`src/rtl/ex_arith_logic_unit_if.sv`:
```
// Operand/result bundle between the ID operand latch and the EX arithmetic/logic unit.
// The master side drives funct, operands and the divide request; the slave side is the ALU.
interface ex_arith_logic_unit_if #(
    parameter int DATA_W = 32
);
    logic [5:0]        funct;
    logic [4:0]        shamt;
    logic [DATA_W-1:0] operand_1;
    logic [DATA_W-1:0] operand_2;
    logic              div_start;
    logic [DATA_W-1:0] result;
    logic              overflow;
    logic              div_busy;
    logic              div_done;
    logic [DATA_W-1:0] hi_out;
    logic [DATA_W-1:0] lo_out;

    modport master (
        output funct, shamt, operand_1, operand_2, div_start,
        input  result, overflow, div_busy, div_done, hi_out, lo_out
    );

    modport slave (
        input  funct, shamt, operand_1, operand_2, div_start,
        output result, overflow, div_busy, div_done, hi_out, lo_out
    );
endinterface

```
`src/rtl/ex_arith_logic_unit.sv`:
```
// EX-stage ALU: combinational add/compare/logic/shift result plus an iterative
// restoring divider (DIV/DIVU) that reports quotient on lo_out and remainder on hi_out.
module ex_arith_logic_unit #(
    parameter int DATA_W = 32
) (
    input logic                  clk,
    input logic                  rst_n,
    ex_arith_logic_unit_if.slave alu_if
);
    localparam int MSB   = DATA_W - 1;
    localparam int CNT_W = $clog2(DATA_W + 1);

    typedef enum logic [5:0] {
        F_SLL  = 6'h00, F_SRL  = 6'h02, F_SRA  = 6'h03,
        F_SLLV = 6'h04, F_SRLV = 6'h06, F_SRAV = 6'h07,
        F_DIV  = 6'h1A, F_DIVU = 6'h1B,
        F_ADD  = 6'h20, F_ADDU = 6'h21, F_SUB  = 6'h22, F_SUBU = 6'h23,
        F_AND  = 6'h24, F_OR   = 6'h25, F_XOR  = 6'h26, F_NOR  = 6'h27,
        F_SLT  = 6'h2A, F_SLTU = 6'h2B
    } funct_e;

    typedef enum logic [1:0] {
        S_IDLE,
        S_CALC,
        S_DONE
    } div_state_e;

    logic [DATA_W-1:0] op1, op2;
    logic [DATA_W-1:0] sum, diff;
    logic [DATA_W-1:0] alu_result;
    logic              alu_overflow;

    assign op1  = alu_if.operand_1;
    assign op2  = alu_if.operand_2;
    assign sum  = op1 + op2;
    assign diff = op1 - op2;

    // NOTE: every variable written in an always_comb gets a default first, so no path infers a latch.
    always_comb begin
        alu_result   = '0;
        alu_overflow = 1'b0;
        case (alu_if.funct)
            F_ADD: begin
                alu_result   = sum;
                alu_overflow = (op1[MSB] == op2[MSB]) && (sum[MSB] != op1[MSB]);
            end
            F_ADDU: alu_result = sum;
            F_SUB: begin
                alu_result   = diff;
                alu_overflow = (op1[MSB] != op2[MSB]) && (diff[MSB] != op1[MSB]);
            end
            F_SUBU: alu_result = diff;
            F_SLT:  alu_result = DATA_W'($signed(op1) < $signed(op2));
            F_SLTU: alu_result = DATA_W'(op1 < op2);
            F_AND:  alu_result = op1 & op2;
            F_OR:   alu_result = op1 | op2;
            F_XOR:  alu_result = op1 ^ op2;
            F_NOR:  alu_result = ~(op1 | op2);
            F_SLL:  alu_result = op2 << alu_if.shamt;
            F_SRL:  alu_result = op2 >> alu_if.shamt;
            F_SRA:  alu_result = $signed(op2) >>> alu_if.shamt;
            F_SLLV: alu_result = op2 << op1[4:0];
            F_SRLV: alu_result = op2 >> op1[4:0];
            F_SRAV: alu_result = $signed(op2) >>> op1[4:0];
            default: alu_result = '0;
        endcase
    end

    assign alu_if.result   = alu_result;
    assign alu_if.overflow = alu_overflow;

    // Divider state: quot_q starts as |dividend| and is shifted out MSB-first as quotient bits enter.
    div_state_e        state_q, state_d;
    logic [CNT_W-1:0]  cnt_q, cnt_d;
    logic [DATA_W-1:0] quot_q, quot_d;
    logic [DATA_W-1:0] rem_q, rem_d;
    logic [DATA_W-1:0] divisor_q, divisor_d;
    logic              q_neg_q, q_neg_d;
    logic              r_neg_q, r_neg_d;
    logic              zero_q, zero_d;
    logic [DATA_W-1:0] hi_q, hi_d;
    logic [DATA_W-1:0] lo_q, lo_d;

    logic              is_div, is_signed;
    logic [DATA_W:0]   rem_shift, trial;

    assign is_div    = (alu_if.funct == F_DIV) || (alu_if.funct == F_DIVU);
    assign is_signed = (alu_if.funct == F_DIV);
    assign rem_shift = {rem_q, quot_q[MSB]};
    assign trial     = rem_shift - {1'b0, divisor_q};

    always_comb begin
        state_d   = state_q;
        cnt_d     = cnt_q;
        quot_d    = quot_q;
        rem_d     = rem_q;
        divisor_d = divisor_q;
        q_neg_d   = q_neg_q;
        r_neg_d   = r_neg_q;
        zero_d    = zero_q;
        hi_d      = hi_q;
        lo_d      = lo_q;
        unique case (state_q)
            S_IDLE: begin
                if (alu_if.div_start && is_div) begin
                    state_d   = S_CALC;
                    cnt_d     = '0;
                    rem_d     = '0;
                    zero_d    = (op2 == '0);
                    q_neg_d   = is_signed && (op1[MSB] ^ op2[MSB]);
                    r_neg_d   = is_signed && op1[MSB];
                    quot_d    = (is_signed && op1[MSB]) ? -op1 : op1;
                    divisor_d = (is_signed && op2[MSB]) ? -op2 : op2;
                end
            end
            S_CALC: begin
                if (zero_q) begin
                    // Divide by zero: all-ones quotient, remainder is the dividend as issued.
                    state_d = S_DONE;
                    lo_d    = '1;
                    hi_d    = r_neg_q ? -quot_q : quot_q;
                end else if (cnt_q == CNT_W'(DATA_W)) begin
                    state_d = S_DONE;
                    lo_d    = q_neg_q ? -quot_q : quot_q;
                    hi_d    = r_neg_q ? -rem_q : rem_q;
                end else begin
                    cnt_d = cnt_q + 1'b1;
                    if (trial[DATA_W]) begin
                        rem_d  = rem_shift[MSB:0];
                        quot_d = {quot_q[MSB-1:0], 1'b0};
                    end else begin
                        rem_d  = trial[MSB:0];
                        quot_d = {quot_q[MSB-1:0], 1'b1};
                    end
                end
            end
            S_DONE:  state_d = S_IDLE;
            default: state_d = S_IDLE;
        endcase
    end

    // NOTE: sequential state uses non-blocking assignments so every register samples pre-edge values.
    always_ff @(posedge clk) begin
        if (!rst_n) begin
            state_q   <= S_IDLE;
            cnt_q     <= '0;
            quot_q    <= '0;
            rem_q     <= '0;
            divisor_q <= '0;
            q_neg_q   <= 1'b0;
            r_neg_q   <= 1'b0;
            zero_q    <= 1'b0;
            hi_q      <= '0;
            lo_q      <= '0;
        end else begin
            state_q   <= state_d;
            cnt_q     <= cnt_d;
            quot_q    <= quot_d;
            rem_q     <= rem_d;
            divisor_q <= divisor_d;
            q_neg_q   <= q_neg_d;
            r_neg_q   <= r_neg_d;
            zero_q    <= zero_d;
            hi_q      <= hi_d;
            lo_q      <= lo_d;
        end
    end

    assign alu_if.div_busy = (state_q == S_CALC);
    assign alu_if.div_done = (state_q == S_DONE);
    assign alu_if.hi_out   = hi_q;
    assign alu_if.lo_out   = lo_q;

endmodule

```
`src/flat_wrapper.sv`:
```
// flat-port wrapper written by rule: the top's interface ports become plain ports
module ex_arith_logic_unit_flat 
#(
    parameter int DATA_W = 32
)
  (clk, rst_n, alu_if_funct, alu_if_shamt, alu_if_operand_1, alu_if_operand_2, alu_if_div_start, alu_if_result, alu_if_overflow, alu_if_div_busy, alu_if_div_done, alu_if_hi_out, alu_if_lo_out);
  ex_arith_logic_unit_if #(.DATA_W(DATA_W)) alu_if_i ();
  input logic clk;
  input logic rst_n;
  input wire logic [$bits(alu_if_i.funct)-1:0] alu_if_funct;
  input wire logic [$bits(alu_if_i.shamt)-1:0] alu_if_shamt;
  input wire logic [$bits(alu_if_i.operand_1)-1:0] alu_if_operand_1;
  input wire logic [$bits(alu_if_i.operand_2)-1:0] alu_if_operand_2;
  input wire logic [$bits(alu_if_i.div_start)-1:0] alu_if_div_start;
  output wire logic [$bits(alu_if_i.result)-1:0] alu_if_result;
  output wire logic [$bits(alu_if_i.overflow)-1:0] alu_if_overflow;
  output wire logic [$bits(alu_if_i.div_busy)-1:0] alu_if_div_busy;
  output wire logic [$bits(alu_if_i.div_done)-1:0] alu_if_div_done;
  output wire logic [$bits(alu_if_i.hi_out)-1:0] alu_if_hi_out;
  output wire logic [$bits(alu_if_i.lo_out)-1:0] alu_if_lo_out;
  assign alu_if_i.funct = alu_if_funct;
  assign alu_if_i.shamt = alu_if_shamt;
  assign alu_if_i.operand_1 = alu_if_operand_1;
  assign alu_if_i.operand_2 = alu_if_operand_2;
  assign alu_if_i.div_start = alu_if_div_start;
  assign alu_if_result = alu_if_i.result;
  assign alu_if_overflow = alu_if_i.overflow;
  assign alu_if_div_busy = alu_if_i.div_busy;
  assign alu_if_div_done = alu_if_i.div_done;
  assign alu_if_hi_out = alu_if_i.hi_out;
  assign alu_if_lo_out = alu_if_i.lo_out;
  ex_arith_logic_unit #(.DATA_W(DATA_W)) u_core (.clk(clk), .rst_n(rst_n), .alu_if(alu_if_i));
endmodule
```
`config.mk`:
```
export PLATFORM = sky130hd
export DESIGN_NAME = ex_arith_logic_unit_flat
export DESIGN_NICKNAME = d
export VERILOG_FILES = /design/src/rtl/ex_arith_logic_unit_if.sv /design/src/rtl/ex_arith_logic_unit.sv /design/src/flat_wrapper.sv
export SDC_FILE = /design/constraint.sdc
export NUM_CORES = 1
export LEC_CHECK = 0
export CORE_MARGIN = 1.5
export CORE_UTILIZATION = 36
export CTS_CLUSTER_SIZE = 28
export DETAILED_ROUTE_END_ITERATION = 8
export HOLD_SLACK_MARGIN = 0.05
export PLACE_DENSITY_LB_ADDON = 0.25
export SYNTH_ARGS = -nofsm -noshare
export SYNTH_HDL_FRONTEND = slang
export SYNTH_SLANG_ARGS = --single-unit
```
`constraint.sdc`:
```
create_clock -name clk -period 9.2 [get_ports clk]
set_input_delay 1.38 -clock clk [delete_from_list [all_inputs] [get_ports clk]]
set_output_delay 1.38 -clock clk [all_outputs]
set_load 0.02 [all_outputs]
```
== Word-level counts from Yosys, hierarchy flattened ==
Cells that the tools add are included.

* Add/subtract/negate cells: 8
* Order comparisons: 2
* Eq/ne operators: 28
* Shift-type cells: 6
* Multiplexer cells: 29
* Bitwise gates (word level): 5
* Reduce and logical (&&, ||, !) cells: 18

{| class="wikitable"
|+ Operators with widths
! cell !! number
|-
| two-way mux 32 bit || 16
|-
| case mux 32 bit (14 select lines) || 1
|-
| negator 32 bit || 4
|-
| case mux 32 bit (2 select lines) || 2
|-
| equality test 6 bit, second input constant || 11
|-
| < comparator 32 bit || 2
|-
| << shifter 32 x 5 -> 32 bit || 2
|-
| >> shifter 32 x 5 -> 32 bit || 2
|-
| >>> shifter 32 x 5 -> 32 bit || 2
|-
| subtractor 33 x 32 -> 33 bit || 1
|-
| adder 32 bit || 1
|-
| AND 32 bit || 1
|-
| logical NOT 32 bit || 1
|-
| NOT 32 bit || 1
|-
| bitwise OR 32 bit || 1
|-
| subtractor 32 bit || 1
|-
| bitwise XOR 32 bit || 1
|-
| equality test 6 x 3 -> 1 bit, second input constant || 3
|-
| two-way mux 6 bit || 3
|-
| equality test 6 x 2 -> 1 bit, second input constant || 2
|-
| equality test 6 x 5 -> 1 bit, second input constant || 2
|-
| case mux 6 bit (2 select lines) || 1
|-
| adder 6 x 1 -> 6 bit, second input constant || 1
|-
| logical AND 1 bit || 6
|-
| 19 further kinds || 28
|}

* Register bits: 171
* Input bits: 78
* Output and inout port bits: 99
* Word-level logic and storage cells: 106

== Longest topological paths before layout ==
Gate-level depths: netlist (run 1).

* Depth in word-level cells: 5
* Depth in mapped cells: 15
* Mapped depth without buffers: 13

== Worst setup path before layout (run 1) ==
OpenSTA, ideal clock, no wires.

* Path type: input port to output port
* From: in alu_if_operand_2[4]
* To: out alu_if_result[29]
* Arrival time: 4.584 ns
* Required time: 7.820 ns
* Slack: 3.236 ns
* Stages on the path: 12
* Path buffers: 2
* Cells stage by stage: clkbuf_1 > inv_1 > ha_1 > clkbuf_1 > o211ai_1 > o211ai_1 > and3_1 > o211ai_1 > a31o_2 > o31a_1 > o31a_1 > o311ai_0

* Cells in the longest elaborated chain, start to end: 2
* Elaborated cells on any way between the ends: 9
* Those cells by class: add/sub: 2; shift: 6; mux: 1

{| class="wikitable"
|+ RTL lines
! element !! line !! RTL
|-
| start, declared || flat_wrapper.sv:13 || <nowiki>input wire logic [$bits(alu_if_i.operand_2)-1:0] alu_if_operand_2;</nowiki>
|-
| subtractor 32 bit, or another cell as far along || ex_arith_logic_unit.sv:36 || <nowiki>assign diff = op1 - op2;</nowiki>
|-
| case mux 32 bit (14 select lines) * || ex_arith_logic_unit.sv:42 || <nowiki>case (alu_if.funct)</nowiki>
|-
| end, declared || flat_wrapper.sv:15 || <nowiki>output wire logic [$bits(alu_if_i.result)-1:0] alu_if_result;</nowiki>
|}

Mark *: on every way between the ends. The rest lies on a longest branch, timed or not.

== Final worst setup path (run 1) ==
* From: in alu_if_operand_2[3]
* To: out alu_if_result[30]

The elaborated chain is that of the path after synthesis.

==> results of run 1 <==
## critical path, delay by kind of cell
| kind | cells | cell delay, ps |
|---|---|---|
| AOI/OAI and AO/OA | 4 | 1450 |
| and+or+nand+nor | 5 | 1440 |
| adders and majority gates | 1 | 490 |
| buffers and inverters | 3 | 1820 |
## power breakdown
| part | leakage, uW | total, uW | switching, uW | internal, uW |
|---|---|---|---|---|
| clock | 0.000284 | 736 | 319 | 417 |
| sequential | 0.00138 | 753 | 8.42 | 745 |
| combinational | 0.00840 | 1130 | 735 | 396 |
## cell usage in the layout (no fill, tap or decap), types with 15 or more instances in the layout
cell	synthesis	final
nand4_1	17	17
nand2b_1	23	22
a211oi_1	76	75
clkdlybuf4s50_1	0	174
nand3_1	85	85
or3_1	40	40
o211ai_1	65	65
a31oi_1	18	18
dfxtp_1	171	169
xor2_1	59	59
nor3_1	82	80
a21oi_1	264	260
ha_1	140	140
mux2i_1	176	171
a22oi_1	27	27
inv_1	152	152
buf_4	8	84
o31ai_1	38	38
xnor2_1	161	161
o22ai_1	35	35
nand2_1	327	327
clkbuf_16	0	17
mux2_2	16	16
a21o_1	30	30
mux4_2	65	65
and3_1	36	36
o21bai_1	18	18
or4_1	15	15
o21ai_0	182	182
a221oi_1	15	15
nor2_1	254	250
nor4_1	33	32
## layout make-up
type,instances,share of cell area
Multi-Input combinational cell,2516,0.689
Sequential cell,171,0.132
Timing Repair Buffer,261,0.0930
Tap cell,846,0.0407
Inverter,156,0.0225
Clock buffer,20,0.0176
Clock inverter,12,0.00525
Antenna cell,2,0.000193
## metrics by stage
stage / instance area (um^2) / setup WS (ps)
floorplan: 22900 / 3240
global placement: 25400 / 1410
detailed placement: 25400 / 1380
CTS: 26000 / 1360
global route: 26000 / 1060
finish: 26000 / 1220
## state kept, by name (all words and copies together), names as in the netlist
signal                count
u_core.r_neg_q            1
u_core.alu_if.lo_out     32
u_core.q_neg_q            1
u_core.divisor_q         32
u_core.alu_if.hi_out     32
u_core.zero_q             1
u_core.quot_q            32
u_core.cnt_q              6
u_core.state_q            2
u_core.rem_q             32
## cell families (layout without fill, tap and decap cells)
logic type / count (synthesis) / after routing / share of synthesized area
other: 0 / 2 / 0
XOR/XNOR: 220 / 220 / 0.0842
AO/OA/AOI/OAI: 915 / 915 / 0.259
AND/OR/NAND/NOR: 974 / 974 / 0.199
multiplexers: 264 / 264 / 0.156
adder cells (fa/ha/maj): 143 / 143 / 0.0792
flip-flops: 171 / 171 / 0.150
buffers and inverters: 410 / 449 / 0.0729
## per-layer routing
metal,track usage,vias to the layer above
met5,0,-
met4,0.209,6
met3,0.0715,347
met2,0.488,1534
met1,0.416,11700
li1,-,11400
## how the worst max path moves through the flow
stage                              startpoint                 to  depth (start not counted)
after floorplan           alu_if_operand_2[4]  alu_if_result[29]                         12
after global placement    alu_if_operand_2[3]  alu_if_result[30]                         13
after detailed placement  alu_if_operand_2[3]  alu_if_result[30]                         13
after CTS                 alu_if_operand_2[3]  alu_if_result[30]                         13
after global routing      alu_if_operand_2[3]  alu_if_result[30]                         13
final                     alu_if_operand_2[3]  alu_if_result[30]                         13
==> metrics.cfg, run 1 <==
[sta]
finalHoldViolations = 0
timing.slew.headroom = 0.258
max_freq_ghz = 0.125
final_max_slew_viol_count = 0
grt_setup_unrepaired = false
fin_worst_skew_ps = 14.0
finalCriticalPeriod_ps = 7980
setup_violations = 0
worstMarginPinSlew_ps = 1110
fin_crit_sh = 0.868
tns_ps = 0
hold_ws_ps = 454

[run]
maxCapViolations = 0

[clocking]
hold_buffers = 0
htreeDepth = 4
cts.sinks = 171
cts_tree = built
post_cts_resized = 0
cts_buffers = 17
ctsRootBufferMaster = clkbuf_16
clock_latency_ps = 450
clkTransAtPathRegs_ps = 70
ctsLongestPathBuffers = 2
post_cts_buffers = 0

[route]
wl_met2_um = 45700
wl_met1_um = 43500
wl_met3_um = 11100
detail_route.vias_per_cell = 6.29
wl_per_cell_um = 27.2
first_pass_iters = 6
totalWireLength_um = 108000
drt_iter0_drc = 2707
highest_layer = met5
ant_nets = 0
vias = 25000
drc = 0

[critical_path]
end_kind = output port
worstReg2RegEnd = u_core.rem_q[19]$_SDFFE_PN0P_
path_class = in -> out
crit_chain = clkdlybuf4s50_1, inv_1, ha_1, nor2b_1, a2111o_1, a211oi_1, o21ai_1, nor4_2, nor3_1, o311a_1, or4_1, nand3_1, clkdlybuf4s50_1
cp_max_fo = 13
reg2regPathDepth = 14
r2r_slack_ps = 5090
r2r-start = u_core.quot_q[31]$_SDFFE_PN0P_
cp.required_ps = 7820
start_kind = input pin
crit_top_cell = clkdlybuf4s50_1
slowest_stage = clkdlybuf4s50_1
critPathMaxStageDelay_ps = 860
cp.arrival_ps = 6600

[die]
core-area_um2 = 63000
io_pins = 177
rows = 92
die_area_um2 = 65100
initial_core_util = 0.363
die_x_um = 255
die_h_um = 255

[grt]
grt_pass1_vias = 22800
grt_overflow_total = 0
grt_max_degree = 96
grt_pass1_wl_um = 156000
antenna_found_initial = 5
grt_usage = 0.324

[cells_and_area]
multiInputGateArea_um2 = 17900
n_fill_cell = 6589
nNetsFinal = 3344
fin_cells = 3984
area_growth_pct = 13.6
fin_util = 0.413
layout-drive-gt1-share = 0.0826
regArea_um2 = 3430

[outcome]
status = complete, no violations

[min_path]
whs_endpoint = u_core.alu_if.hi_out[18]$_SDFFE_PN0P_
hold_path.class = reg -> reg
min_path_cells = 2
hp-start = u_core.alu_if.hi_out[18]$_SDFFE_PN0P_

[logic_synthesis]
synth_top_area_cell = dfxtp_1
synthFlopType = dfxtp_1
synth-warning-count = 0
ys_seq_area_frac = 0.150
netlist.area_leader.share = 0.150
netlist_instances = 3097
ys_top_cells_by_count = 327 x nand2_1, 264 x a21oi_1, 254 x nor2_1, 199 x clkbuf_1, 182 x o21ai_0
synth_fp_nets = 3318
async_reset_ff_frac = 0
syn_area_per_cell_um2 = 7.39
synth_most_common_cell = nand2_1
ys_ff_latch = 171
synth_area_um2 = 22900
synth_edf_count = 0
synth_cell_types = 92
synth_area_leaders = dfxtp_1 15%, mux2i_1 7.7%, ha_1 7.7%

[power]
total_power_uw = 2620
peakVddDrop_mv = 0.108
cellPowerDensity_nw_per_um2 = 101
leakagePower_uw = 0.0101

[placement]
hpwl_um = 81800
placedCellCount = 3950
gp_congestion = 1.12
io_buffer_count = 176

Power figures use the tool's default switching activity.
==> run 2: changes to the inputs <==
- REMOVE_ABC_BUFFERS: not set -> 1
==> metrics.cfg, run 2 (synthesis gave the netlist of run 1 again) <==
[outcome]
status = complete, no violations

[die]
die_h_um = 255
core-area_um2 = 63000
rows = 92
initial_core_util = 0.363
io_pins = 177
die_x_um = 255
die_area_um2 = 65100

[critical_path]
cp.arrival_ps = 6720
cp.required_ps = 7820
critPathMaxStageDelay_ps = 1080
path_class = in -> out
slowest_stage = o21ai_0
end_kind = output port
worstReg2RegEnd = u_core.rem_q[1]$_SDFFE_PN0P_
r2r_slack_ps = 4910
crit_chain = clkdlybuf4s50_1, inv_1, ha_1, nor2b_1, o21ai_0, o211ai_1, a311oi_1, o211ai_1, a31o_1, clkdlybuf4s50_1
cp_max_fo = 17
start_kind = input pin
reg2regPathDepth = 13
r2r-start = u_core.quot_q[31]$_SDFFE_PN0P_

[placement]
hpwl_um = 78700
gp_congestion = 1.08
io_buffer_count = 176
place_area_um2 = 25400
placedCellCount = 3954

[route]
wl_per_cell_um = 25.6
totalWireLength_um = 102000
first_pass_iters = 6
detail_route.vias_per_cell = 6.13
drc = 0
drt_iter0_drc = 2088
ant_nets = 0
vias = 24400

[grt]
grt_usage = 0.307
grt_max_degree = 80
grt_overflow_total = 0
grt_pass1_wl_um = 151000
antenna_found_initial = 0
grt_pass1_vias = 22900

[sta]
final_max_slew_viol_count = 0
grt_setup_unrepaired = false
finalCriticalPeriod_ps = 8100
max_freq_ghz = 0.123
fin_worst_skew_ps = 11.9
fin_crit_sh = 0.880
finalHoldViolations = 0
worstMarginPinSlew_ps = 1410
setup_violations = 0
timing.slew.headroom = 0.0501

[clocking]
htreeDepth = 4
ctsRootBufferMaster = clkbuf_16
cts.sinks = 171
cts_tree = built
post_cts_buffers = 0
hold_buffers = 0
post_cts_resized = 0
ctsLongestPathBuffers = 2
clock_latency_ps = 450
cts_buffers = 17
clkTransAtPathRegs_ps = 60

[cells_and_area]
final_cell_mix = 327 x nand2_1, 260 x a21oi_1, 250 x nor2_1
final_common_cell = nand2_1
area_growth_pct = 13.9
fin_cells = 3985
nNetsFinal = 3348
fin_area_um2 = 26100
layout-drive-gt1-share = 0.0847
n_antenna_cell = 0

[min_path]
hold_path.class = reg -> reg
hp-start = u_core.alu_if.hi_out[12]$_SDFFE_PN0P_
min_path_cells = 2
whs_endpoint = u_core.alu_if.hi_out[12]$_SDFFE_PN0P_

[power]
cellPowerDensity_nw_per_um2 = 101
peakVddDrop_mv = 0.0935
leakagePower_uw = 0.0101

[run]
maxCapViolations = 0

## run 2: cell types whose count changed in the layout (fill, tap and decap cells not counted), sizes merged, moves of 2 or more
cell      before  now
buf           87   92
clkinvlp       3    1
inv          157  159
diode          2    0
## run 2: power breakdown
part | switching (uW) | leakage (uW) | internal (uW)
sequential | 8.23 | 0.00138 | 745
combinational | 700 | 0.00843 | 397
clock | 329 | 0.000304 | 448
## run 2: area by class of cell
cell class	count	area, um^2
well taps	846	1060
clock buffers	19	453
fillers	6628	36900
multi-input cells	2516	17900
flip-flops and latches	171	3430
repair buffers	265	2450
inverters	156	587
clock inverters	12	170
## run 2: per-stage QoR
step	TNS (ps)	setup WS (ps)	hold slack, ps	power, uW	util
3_5_place_dp	0	1300	445	1830	0.404
5_1_grt	0	1060	470	2730	0.414
4_1_cts	0	1280	454	2610	0.414
3_3_place_gp	0	1320	438	1830	0.404
2_1_floorplan	-23600	-911	432	1410	-
6_report	0	1100	451	2630	0.414
## run 2: worst max path at each step
stage	from	end	slack, ps	depth (start not counted)
after floorplan	alu_if_funct[2]	u_core.rem_q[17]$_SDFFE_PN0P_	-910	5
after global placement	alu_if_funct[3]	alu_if_result[19]	1320	11
after detailed placement	alu_if_funct[3]	alu_if_result[19]	1300	11
after CTS	alu_if_funct[3]	alu_if_result[19]	1280	11
after global routing	alu_if_funct[2]	alu_if_result[19]	1060	10
final	alu_if_operand_2[29]	alu_if_result[0]	1100	10
## run 2: routing by layer
layer / share of wire / vias to the layer above / track usage
li1: - / 11400 / -
met4: 0.061 / 0 / 0.170
met1: 0.41 / 11500 / 0.395
met2: 0.45 / 1219 / 0.495
met3: 0.074 / 275 / 0.0423
met5: 0 / - / 0
## run 2: critical path, delay by kind of cell
| family | cells | cell delay [ps] |
|---|---|---|
| simple gates | 1 | 220 |
| compound gates | 5 | 2510 |
| fa+ha+maj | 1 | 620 |
| buf+inv | 3 | 2000 |
